[config.mk]
export PLATFORM = sky130hd
export DESIGN_NAME = spram_arbiter_flat
export DESIGN_NICKNAME = d
export VERILOG_FILES = /design/src/rtl/spram_arbiter_if.sv /design/src/rtl/spram_arbiter.sv /design/src/flat_wrapper.sv
export SDC_FILE = /design/constraint.sdc
export NUM_CORES = 1
export LEC_CHECK = 0
export CAP_MARGIN = 20
export CORE_MARGIN = 3
export CORE_UTILIZATION = 25
export DETAILED_ROUTE_END_ITERATION = 16
export HOLD_SLACK_MARGIN = 0.12
export PLACE_DENSITY = 0.79
export SETUP_SLACK_MARGIN = 0.3
export SLEW_MARGIN = 10
export SYNTH_ARGS = -nofsm -noshare
export SYNTH_HDL_FRONTEND = slang
export SYNTH_SLANG_ARGS = --single-unit
[constraint.sdc]
create_clock -name clk -period 2.4 [get_ports clk]
set_input_delay 0.24 -clock clk [delete_from_list [all_inputs] [get_ports clk]]
set_output_delay 0.24 -clock clk [all_outputs]
set_load 0.05 [all_outputs]
[src/rtl/spram_arbiter_if.sv]
// Request/grant/read-return bundle for the two SPRAM requesters plus the SPRAM pins.
// The slave modport is the arbiter; the master modport is the requesters and the RAM macro.
interface spram_arbiter_if #(
  parameter int unsigned ADDR_W = 14
);

  // Port A: CPU data-memory side
  logic              a_req;
  logic              a_we;
  logic [1:0]        a_be;
  logic [ADDR_W-1:0] a_addr;
  logic [15:0]       a_wdata;
  logic              a_gnt;
  logic              a_rvalid;
  logic [15:0]       a_rdata;

  // Port B: display/DMA fetch side
  logic              b_req;
  logic              b_we;
  logic [1:0]        b_be;
  logic [ADDR_W-1:0] b_addr;
  logic [15:0]       b_wdata;
  logic              b_gnt;
  logic              b_rvalid;
  logic [15:0]       b_rdata;

  // SB_SPRAM256KA pins
  logic              ram_cs;
  logic              ram_wren;
  logic [3:0]        ram_maskwren;
  logic [ADDR_W-1:0] ram_addr;
  logic [15:0]       ram_din;
  logic [15:0]       ram_dout;

  modport slave (
    input  a_req, a_we, a_be, a_addr, a_wdata,
    output a_gnt, a_rvalid, a_rdata,
    input  b_req, b_we, b_be, b_addr, b_wdata,
    output b_gnt, b_rvalid, b_rdata,
    output ram_cs, ram_wren, ram_maskwren, ram_addr, ram_din,
    input  ram_dout
  );

  modport master (
    output a_req, a_we, a_be, a_addr, a_wdata,
    input  a_gnt, a_rvalid, a_rdata,
    output b_req, b_we, b_be, b_addr, b_wdata,
    input  b_gnt, b_rvalid, b_rdata,
    input  ram_cs, ram_wren, ram_maskwren, ram_addr, ram_din,
    output ram_dout
  );

endinterface

[src/rtl/spram_arbiter.sv]
// Shares one SB_SPRAM256KA between port A (fixed priority) and port B, with a
// bounded-wait guard that force-grants B and routes the 1-cycle read return.
module spram_arbiter #(
  parameter int unsigned MAX_WAIT = 4,
  parameter int unsigned ADDR_W   = 14
) (
  input  logic           clk,
  input  logic           resetn,
  spram_arbiter_if.slave bus
);

  localparam int unsigned           STARVE_W   = 4;
  localparam logic [STARVE_W-1:0]   STARVE_MAX = STARVE_W'(MAX_WAIT);
  localparam logic [STARVE_W-1:0]   STARVE_ONE = {{(STARVE_W-1){1'b0}}, 1'b1};

  typedef enum logic [1:0] {
    GNT_NONE = 2'b00,
    GNT_A    = 2'b01,
    GNT_B    = 2'b10
  } gnt_e;

  typedef enum logic [1:0] {
    OWN_NONE = 2'b00,
    OWN_A    = 2'b01,
    OWN_B    = 2'b10
  } owner_e;

  // SPRAM MASKWREN is per nibble; reads must present all ones.
  function automatic logic [3:0] expand_mask(input logic we, input logic [1:0] be);
    logic [3:0] m;
    if (we) begin
      m = {be[1], be[1], be[0], be[0]};
    end else begin
      m = 4'b1111;
    end
    return m;
  endfunction

  logic [STARVE_W-1:0] r_starve;
  owner_e              r_rd_owner;

  gnt_e                w_sel;
  logic                w_force_b;
  logic [STARVE_W-1:0] w_starve_nxt;
  owner_e              w_owner_nxt;
  logic                w_ram_cs;
  logic                w_ram_wren;
  logic [3:0]          w_ram_mask;
  logic [ADDR_W-1:0]   w_ram_addr;
  logic [15:0]         w_ram_din;

  // Grant selection: a starved B overrides A's fixed priority for one cycle.
  always_comb begin
    w_sel     = GNT_NONE;
    w_force_b = 1'b0;
    if (!resetn) begin
      w_sel     = GNT_NONE;
      w_force_b = 1'b0;
    end else begin
      w_force_b = bus.b_req && (r_starve == STARVE_MAX);
      if (w_force_b) begin
        w_sel = GNT_B;
      end else if (bus.a_req) begin
        w_sel = GNT_A;
      end else if (bus.b_req) begin
        w_sel = GNT_B;
      end else begin
        w_sel = GNT_NONE;
      end
    end
  end

  // SPRAM drive and read-owner capture for the granted port.
  always_comb begin
    w_ram_cs    = 1'b0;
    w_ram_wren  = 1'b0;
    w_ram_mask  = 4'b0000;
    w_ram_addr  = bus.a_addr;
    w_ram_din   = bus.a_wdata;
    w_owner_nxt = OWN_NONE;
    case (w_sel)
      GNT_A: begin
        w_ram_cs    = 1'b1;
        w_ram_wren  = bus.a_we;
        w_ram_mask  = expand_mask(bus.a_we, bus.a_be);
        w_ram_addr  = bus.a_addr;
        w_ram_din   = bus.a_wdata;
        w_owner_nxt = bus.a_we ? OWN_NONE : OWN_A;
      end
      GNT_B: begin
        w_ram_cs    = 1'b1;
        w_ram_wren  = bus.b_we;
        w_ram_mask  = expand_mask(bus.b_we, bus.b_be);
        w_ram_addr  = bus.b_addr;
        w_ram_din   = bus.b_wdata;
        w_owner_nxt = bus.b_we ? OWN_NONE : OWN_B;
      end
      default: begin
        w_ram_cs    = 1'b0;
        w_ram_wren  = 1'b0;
        w_ram_mask  = 4'b0000;
        w_ram_addr  = bus.a_addr;
        w_ram_din   = bus.a_wdata;
        w_owner_nxt = OWN_NONE;
      end
    endcase
  end

  // Consecutive-denial count for B; a withdrawn request forgets its history.
  always_comb begin
    w_starve_nxt = r_starve;
    if (!bus.b_req || (w_sel == GNT_B)) begin
      w_starve_nxt = {STARVE_W{1'b0}};
    end else if (r_starve < STARVE_MAX) begin
      w_starve_nxt = r_starve + STARVE_ONE;
    end else begin
      w_starve_nxt = r_starve;
    end
  end

  // State registers: starvation counter and owner of the read in flight.
  always_ff @(posedge clk or negedge resetn) begin
    if (!resetn) begin
      r_starve   <= {STARVE_W{1'b0}};
      r_rd_owner <= OWN_NONE;
    end else begin
      r_starve   <= w_starve_nxt;
      r_rd_owner <= w_owner_nxt;
    end
  end

  assign bus.a_gnt        = (w_sel == GNT_A);
  assign bus.b_gnt        = (w_sel == GNT_B);
  assign bus.ram_cs       = w_ram_cs;
  assign bus.ram_wren     = w_ram_wren;
  assign bus.ram_maskwren = w_ram_mask;
  assign bus.ram_addr     = w_ram_addr;
  assign bus.ram_din      = w_ram_din;

  // SPRAM output is already registered inside the macro, so data passes straight through.
  assign bus.a_rvalid     = (r_rd_owner == OWN_A);
  assign bus.b_rvalid     = (r_rd_owner == OWN_B);
  assign bus.a_rdata      = bus.ram_dout;
  assign bus.b_rdata      = bus.ram_dout;

endmodule

[src/flat_wrapper.sv]
// flat-port wrapper written by rule: the top's interface ports become plain ports
module spram_arbiter_flat 
#(
  parameter int unsigned MAX_WAIT = 4,
  parameter int unsigned ADDR_W   = 14
)
  (clk, resetn, bus_a_req, bus_a_we, bus_a_be, bus_a_addr, bus_a_wdata, bus_a_gnt, bus_a_rvalid, bus_a_rdata, bus_b_req, bus_b_we, bus_b_be, bus_b_addr, bus_b_wdata, bus_b_gnt, bus_b_rvalid, bus_b_rdata, bus_ram_cs, bus_ram_wren, bus_ram_maskwren, bus_ram_addr, bus_ram_din, bus_ram_dout);
  spram_arbiter_if #(.ADDR_W(ADDR_W)) bus_i ();
  input  logic clk;
  input  logic resetn;
  input wire logic [$bits(bus_i.a_req)-1:0] bus_a_req;
  input wire logic [$bits(bus_i.a_we)-1:0] bus_a_we;
  input wire logic [$bits(bus_i.a_be)-1:0] bus_a_be;
  input wire logic [$bits(bus_i.a_addr)-1:0] bus_a_addr;
  input wire logic [$bits(bus_i.a_wdata)-1:0] bus_a_wdata;
  output wire logic [$bits(bus_i.a_gnt)-1:0] bus_a_gnt;
  output wire logic [$bits(bus_i.a_rvalid)-1:0] bus_a_rvalid;
  output wire logic [$bits(bus_i.a_rdata)-1:0] bus_a_rdata;
  input wire logic [$bits(bus_i.b_req)-1:0] bus_b_req;
  input wire logic [$bits(bus_i.b_we)-1:0] bus_b_we;
  input wire logic [$bits(bus_i.b_be)-1:0] bus_b_be;
  input wire logic [$bits(bus_i.b_addr)-1:0] bus_b_addr;
  input wire logic [$bits(bus_i.b_wdata)-1:0] bus_b_wdata;
  output wire logic [$bits(bus_i.b_gnt)-1:0] bus_b_gnt;
  output wire logic [$bits(bus_i.b_rvalid)-1:0] bus_b_rvalid;
  output wire logic [$bits(bus_i.b_rdata)-1:0] bus_b_rdata;
  output wire logic [$bits(bus_i.ram_cs)-1:0] bus_ram_cs;
  output wire logic [$bits(bus_i.ram_wren)-1:0] bus_ram_wren;
  output wire logic [$bits(bus_i.ram_maskwren)-1:0] bus_ram_maskwren;
  output wire logic [$bits(bus_i.ram_addr)-1:0] bus_ram_addr;
  output wire logic [$bits(bus_i.ram_din)-1:0] bus_ram_din;
  input wire logic [$bits(bus_i.ram_dout)-1:0] bus_ram_dout;
  assign bus_i.a_req = bus_a_req;
  assign bus_i.a_we = bus_a_we;
  assign bus_i.a_be = bus_a_be;
  assign bus_i.a_addr = bus_a_addr;
  assign bus_i.a_wdata = bus_a_wdata;
  assign bus_a_gnt = bus_i.a_gnt;
  assign bus_a_rvalid = bus_i.a_rvalid;
  assign bus_a_rdata = bus_i.a_rdata;
  assign bus_i.b_req = bus_b_req;
  assign bus_i.b_we = bus_b_we;
  assign bus_i.b_be = bus_b_be;
  assign bus_i.b_addr = bus_b_addr;
  assign bus_i.b_wdata = bus_b_wdata;
  assign bus_b_gnt = bus_i.b_gnt;
  assign bus_b_rvalid = bus_i.b_rvalid;
  assign bus_b_rdata = bus_i.b_rdata;
  assign bus_ram_cs = bus_i.ram_cs;
  assign bus_ram_wren = bus_i.ram_wren;
  assign bus_ram_maskwren = bus_i.ram_maskwren;
  assign bus_ram_addr = bus_i.ram_addr;
  assign bus_ram_din = bus_i.ram_din;
  assign bus_i.ram_dout = bus_ram_dout;
  spram_arbiter #(.MAX_WAIT(MAX_WAIT), .ADDR_W(ADDR_W)) u_core (.clk(clk), .resetn(resetn), .bus(bus_i));
endmodule
Word level (Yosys, flattened, before mapping)
Cells that the tools add are included.
{ "totals": {"input_bits": 86, "word_cells": 30, "ff_bits": 6, "output_inout_bits": 72} }
{ "classes": {"order_cmp": 1, "reduce_logical": 5, "eq_ne": 5, "n_mux": 16, "addsub": 1} }
{ "op_table": {"columns": ["cell", "n"], "rows": [
  ["$mux W16", 1],
  ["$mux W4", 4],
  ["$mux W14", 1],
  ["$mux W2", 5],
  ["$pmux W4 S2", 1],
  ["$add A4 B1 Y4 const B", 1],
  ["$eq A2 B1 Y1 const B", 2],
  ["$eq A2 B2 Y1 const B", 2],
  ["$eq A4 B3 Y1 const B", 1],
  ["$lt A4 B3 Y1 const B", 1],
  ["$pmux W2 S2", 1],
  ["$mux W1", 2],
  ["$pmux W1 S2", 1],
  ["$reduce_bool A2 Y1", 1],
  ["$reduce_or A2 Y1", 1],
  ["$logic_and A1 B1 Y1", 1],
  ["$logic_not A1 Y1", 1],
  ["$logic_or A1 B1 Y1", 1]
]} }

Logic depth before layout (Yosys ltp)
{ "logic_depth": {"depth_word": 7, "ltp_mapped": 9, "mapped_depth_nobuf": 7} }

Worst setup path after synthesis
OpenSTA, ideal clock, no wires.
{ "synth_timing": {"path_kind": "register -> output", "start": "reg u_core.r_starve[0]", "end": "out bus_ram_maskwren[3]", "path_stages_with_launch": 10, "n_path_buf": 2, "setup_slack_ps": -674, "required_ps": 2160, "t_arrival_ps": 2834, "path_cell_list": "dfrtp_1 -> inv_1 -> ha_1 -> and3b_1 -> o211a_1 -> ha_1 -> buf_6 -> nand2b_1 -> o22ai_1 -> buf_4"} }
{ "synth_between": {"elab_chain_cells": 6, "word_cells_on_any_way": 7, "classes_between": "eq/ne (3); mux (3); reduce/logical (1)"} }
{ "synth_lines": {"columns": ["element", "line", "source"], "rows": [
  ["start, declared", "spram_arbiter.sv:39", "logic [STARVE_W-1:0] r_starve;"],
  ["start signal, assigned", "spram_arbiter.sv:124", "r_starve <= {STARVE_W{1'b0}};"],
  ["start signal, assigned", "spram_arbiter.sv:127", "r_starve <= w_starve_nxt;"],
  ["$eq A4 B3 Y1", "spram_arbiter.sv:60", "w_force_b = bus.b_req && (r_starve == STARVE_MAX);"],
  ["$logic_and A1 B1 Y1", "spram_arbiter.sv:60", null],
  ["$mux W2", "spram_arbiter.sv:61", "if (w_force_b) begin"],
  ["$mux W2", "spram_arbiter.sv:56", "if (!resetn) begin"],
  ["$eq A2 B2 Y1", null, null],
  ["via bus_b_gnt", "flat_wrapper.sv:24", "output wire logic [$bits(bus_i.b_gnt)-1:0] bus_b_gnt;"],
  ["$pmux W4 S2", "spram_arbiter.sv:81", "case (w_sel)"],
  ["end, declared", "flat_wrapper.sv:29", "output wire logic [$bits(bus_i.ram_maskwren)-1:0] bus_ram_maskwren;"]
]} }
The timed path passes the listed nets, and every way through them passes these cells.

Worst setup path after layout
{ "layout_timing": {"start": "reg u_core.r_starve[0]", "end": "out bus_ram_din[15]"} }
{ "layout_between": {"elab_chain_cells": 6} }
{ "layout_lines": {"columns": ["element", "line", "source"], "rows": [
  ["$eq A4 B3 Y1", "spram_arbiter.sv:60", null],
  ["$logic_and A1 B1 Y1", "spram_arbiter.sv:60", null],
  ["$mux W2", "spram_arbiter.sv:61", null],
  ["$mux W2", "spram_arbiter.sv:56", null],
  ["$eq A2 B2 Y1", "spram_arbiter.sv:81", null],
  ["$mux W16", "spram_arbiter.sv:81", null],
  ["end, declared", "flat_wrapper.sv:31", "output wire logic [$bits(bus_i.ram_din)-1:0] bus_ram_din;"]
]} }
Every way passes these cells.

==> run metrics <==
outcome=completed; first-pass GRT wire length=5.147 mm; Area Growth Syn to Fin=121.6%; Synth Register Bits=6; TritonRoute pass-1 iters=4; share of the synthesized area in the top cell type=36.79%; CP max-delay cell=dfrtp_1; fin crit period=2.381 ns; total CTS buffers=3; hpwl dp=3.331 mm; worst r2r src=u_core.r_starve[0]$_DFFE_PN0P_; worst hold path class=in2async; initial antenna violation count=0; height of the die=74.81 um; die footprint=0.005596 mm2; Max Slew Vio Count=0; Slew HR=63.47%; Synth Area in XOR/XNOR=0%; Tot Pwr=896.1 uW; sequential area share after synthesis=12.68%; Worst Setup Start Kind=register; WHS=0.4219 ns; pin count of the biggest net entering global routing=16; # DRC=0; IO Count=158; crit path DAT=2.14 ns; Critical R2R Capture=u_core.r_starve[0]$_DFFE_PN0P_; CORE AREA=0.004474 mm2; Static Leak=1.139 nW; Async S/R FF share, synth=100.0%; WS Path Type=reg2out; Fill cells=354; Die Width=74.81 um; total track usage=12.08%; share of post-route cells with drive strength above 1=45.18%; Final ANT Viol Nets=0; Via-to-Cell Ratio=4.422; Final period util=99.21%; cell with the most instances after synthesis=buf_4; multiplexer share of the synthesized area=37.74%; Final setup viols=0; Distinct cells, synth=24; Max Buffers Root-to-Sink=2; clock latency on the worst-skew pair=0.22 ns; Post-Syn Nets=205; Root Buffer=clkbuf_8; PD cells=341.7 mW/mm2; largest family of logic cells by synthesized area=multiplexers; CP Capture Type=output pin; post-synthesis simple-gate area fraction=10.15%; H-tree depth=1; Post-synth EDFFs=0; gr ovfl total=0; Final Hold Fails=0; Top FF cell, synth=dfrtp_1; cells along the critical path=inv_1, ha_2, and3b_2, o211a_1, ha_4, clkbuf_16, mux2_4, buf_12; CP max stage delay=0.37 ns; I/O Buffers=109; CTS clk-pin slew, worst paths=0.04 ns; area leader, netlist=mux2_4; Crit Path Max Fanout=8; Final Cell Area=0.002623 mm2; Initial Utilization=26.45%; via count=1101; VDD IR-drop max=0.3260 mV; drt first-iter violations=16; worst reg2reg path depth=8; GPL Wtd Cong=0.7073; RSZ-0062 raised after global routing=true; Post-Synth Adder-Cell Area=4.228%; complex-gate fraction of the synthesized area=5.497%; per-cell routed wire length=15.67 um; syn avg cell area=10.29 um2; Placed Cells=243; Area contributors post-synth=mux2_4 37%, buf_4 22%, dfrtp_1 13%, ha_1 4.2%, nor2b_1 3.7%; Post-DP Area=0.002525 mm2; Worst-Margin Slew=0.5462 ns; overall routed net length=3.901 mm; Clock Skews=0.002683 ns; clock sink total=6; final core utilization=58.61%; nets=289; CTS Hold Bufs=0; Ys Warns=0; n_diodes=0; Mapped Area=0.001184 mm2; synth cell count leaders=34 x buf_4, 29 x mux2_4, 8 x inv_1; CP required=2.16 ns; Cells after Synth=115; vias in the first global route=1042; MaxCap Viol Count=0; Std-Cell Rows=24; Reg2Reg Setup Slack=0.53 ns; CTS tree=yes; FMAX=420.0 MHz; Final Non-Filler Cells=249
[repair_timing]
item | 4_1_cts | 5_1_grt
setup buffers | 1 | 1
setup endpoints to repair | 35 | 35
pin swaps | 0 | 1
cloned | 0 | 1
resized for setup | 1 | 3
[metrics by stage]
stage / worst slack (ns) / setup TNS (ns)
after floorplan: 0.1666 / 0
after global placement: 0.2403 / 0
after detailed placement: 0.1807 / 0
after CTS: 0.02948 / 0
after global routing: -0.06318 / -1.580
final: 0.01887 / 0
[power by group]
part	total (mW)	leakage (nW)	internal, mW	switching [mW]
Combinational	0.633	1.04	0.358	0.275
Sequential	0.113	0.0814	0.108	0.00545
Clock	0.150	0.0216	0.108	0.0421
[registers in the layout (all words and copies together) (netlist names)]
register,flops
u_core.r_rd_owner,2
u_core.r_starve,4
[placed cells by master (no fill, tap or decap)]
cell,instances
buf_12,39
clkdlybuf4s50_1,71
a21oi_2,1
o211a_1,1
and3b_2,1
dfrtp_1,6
ha_1,1
or3_1,1
or3b_1,1
nand4b_1,1
o21ai_0,2
nand3_1,1
o22ai_4,3
nor2b_1,7
nand2b_1,2
ha_4,2
clkbuf_8,3
nand2b_4,2
a21oi_1,2
o211ai_1,1
inv_1,8
and3_1,1
ha_2,1
buf_6,2
buf_4,4
mux2_4,29
mux2_2,1
nor2_1,2
clkbuf_16,1
[cell type report]
cell class                 instances  area, um2  share of cell area [%]
timing repair buffer             117       1569                   59.83
multi-input combinational         63      767.0                   29.25
sequential                         6      150.1                   5.725
tap                               52      65.06                   2.481
clock buffer                       3      41.29                   1.574
inverter                           8      30.03                   1.145
[worst max-delay path by stage]
stage,from,slack [ns],cells after the start,end
4_1_cts,u_core.r_starve[0]$_DFFE_PN0P_,0.03,8,bus_ram_din[3]
5_1_grt,u_core.r_starve[0]$_DFFE_PN0P_,-0.06,8,bus_ram_addr[5]
3_3_place_gp,bus_b_req,0.24,7,bus_ram_addr[13]
6_report,u_core.r_starve[0]$_DFFE_PN0P_,0.02,8,bus_ram_din[15]
2_1_floorplan,u_core.r_starve[0]$_DFFE_PN0P_,0.17,8,bus_ram_maskwren[3]
3_5_place_dp,bus_b_req,0.18,7,bus_ram_din[3]
[cell families (layout without fill, tap and decap cells)]
family,after synthesis,after routing
flops,6,6
compound gates,10,10
mux,30,30
fa+ha+maj,4,4
simple gates,19,19
buf+inv,46,128
[metal layers]
metal	global-route usage [%]	wire [um]
met4	3.162	17
met5	0	0
met2	21.27	1996
met3	5.207	466
met1	13.31	1420
[worst max-delay path: cells and delay by family (launching register included)]
kind | cells | cell delay [ns]
multiplexers | 1 | 0.31
buffers and inverters | 3 | 0.39
AO/OA/AOI/OAI | 1 | 0.26
adder cells (fa/ha/maj) | 2 | 0.39
flip-flops | 1 | 0.37
AND/OR/NAND/NOR | 1 | 0.20
Note: power is estimated with default switching activity, not from simulation.
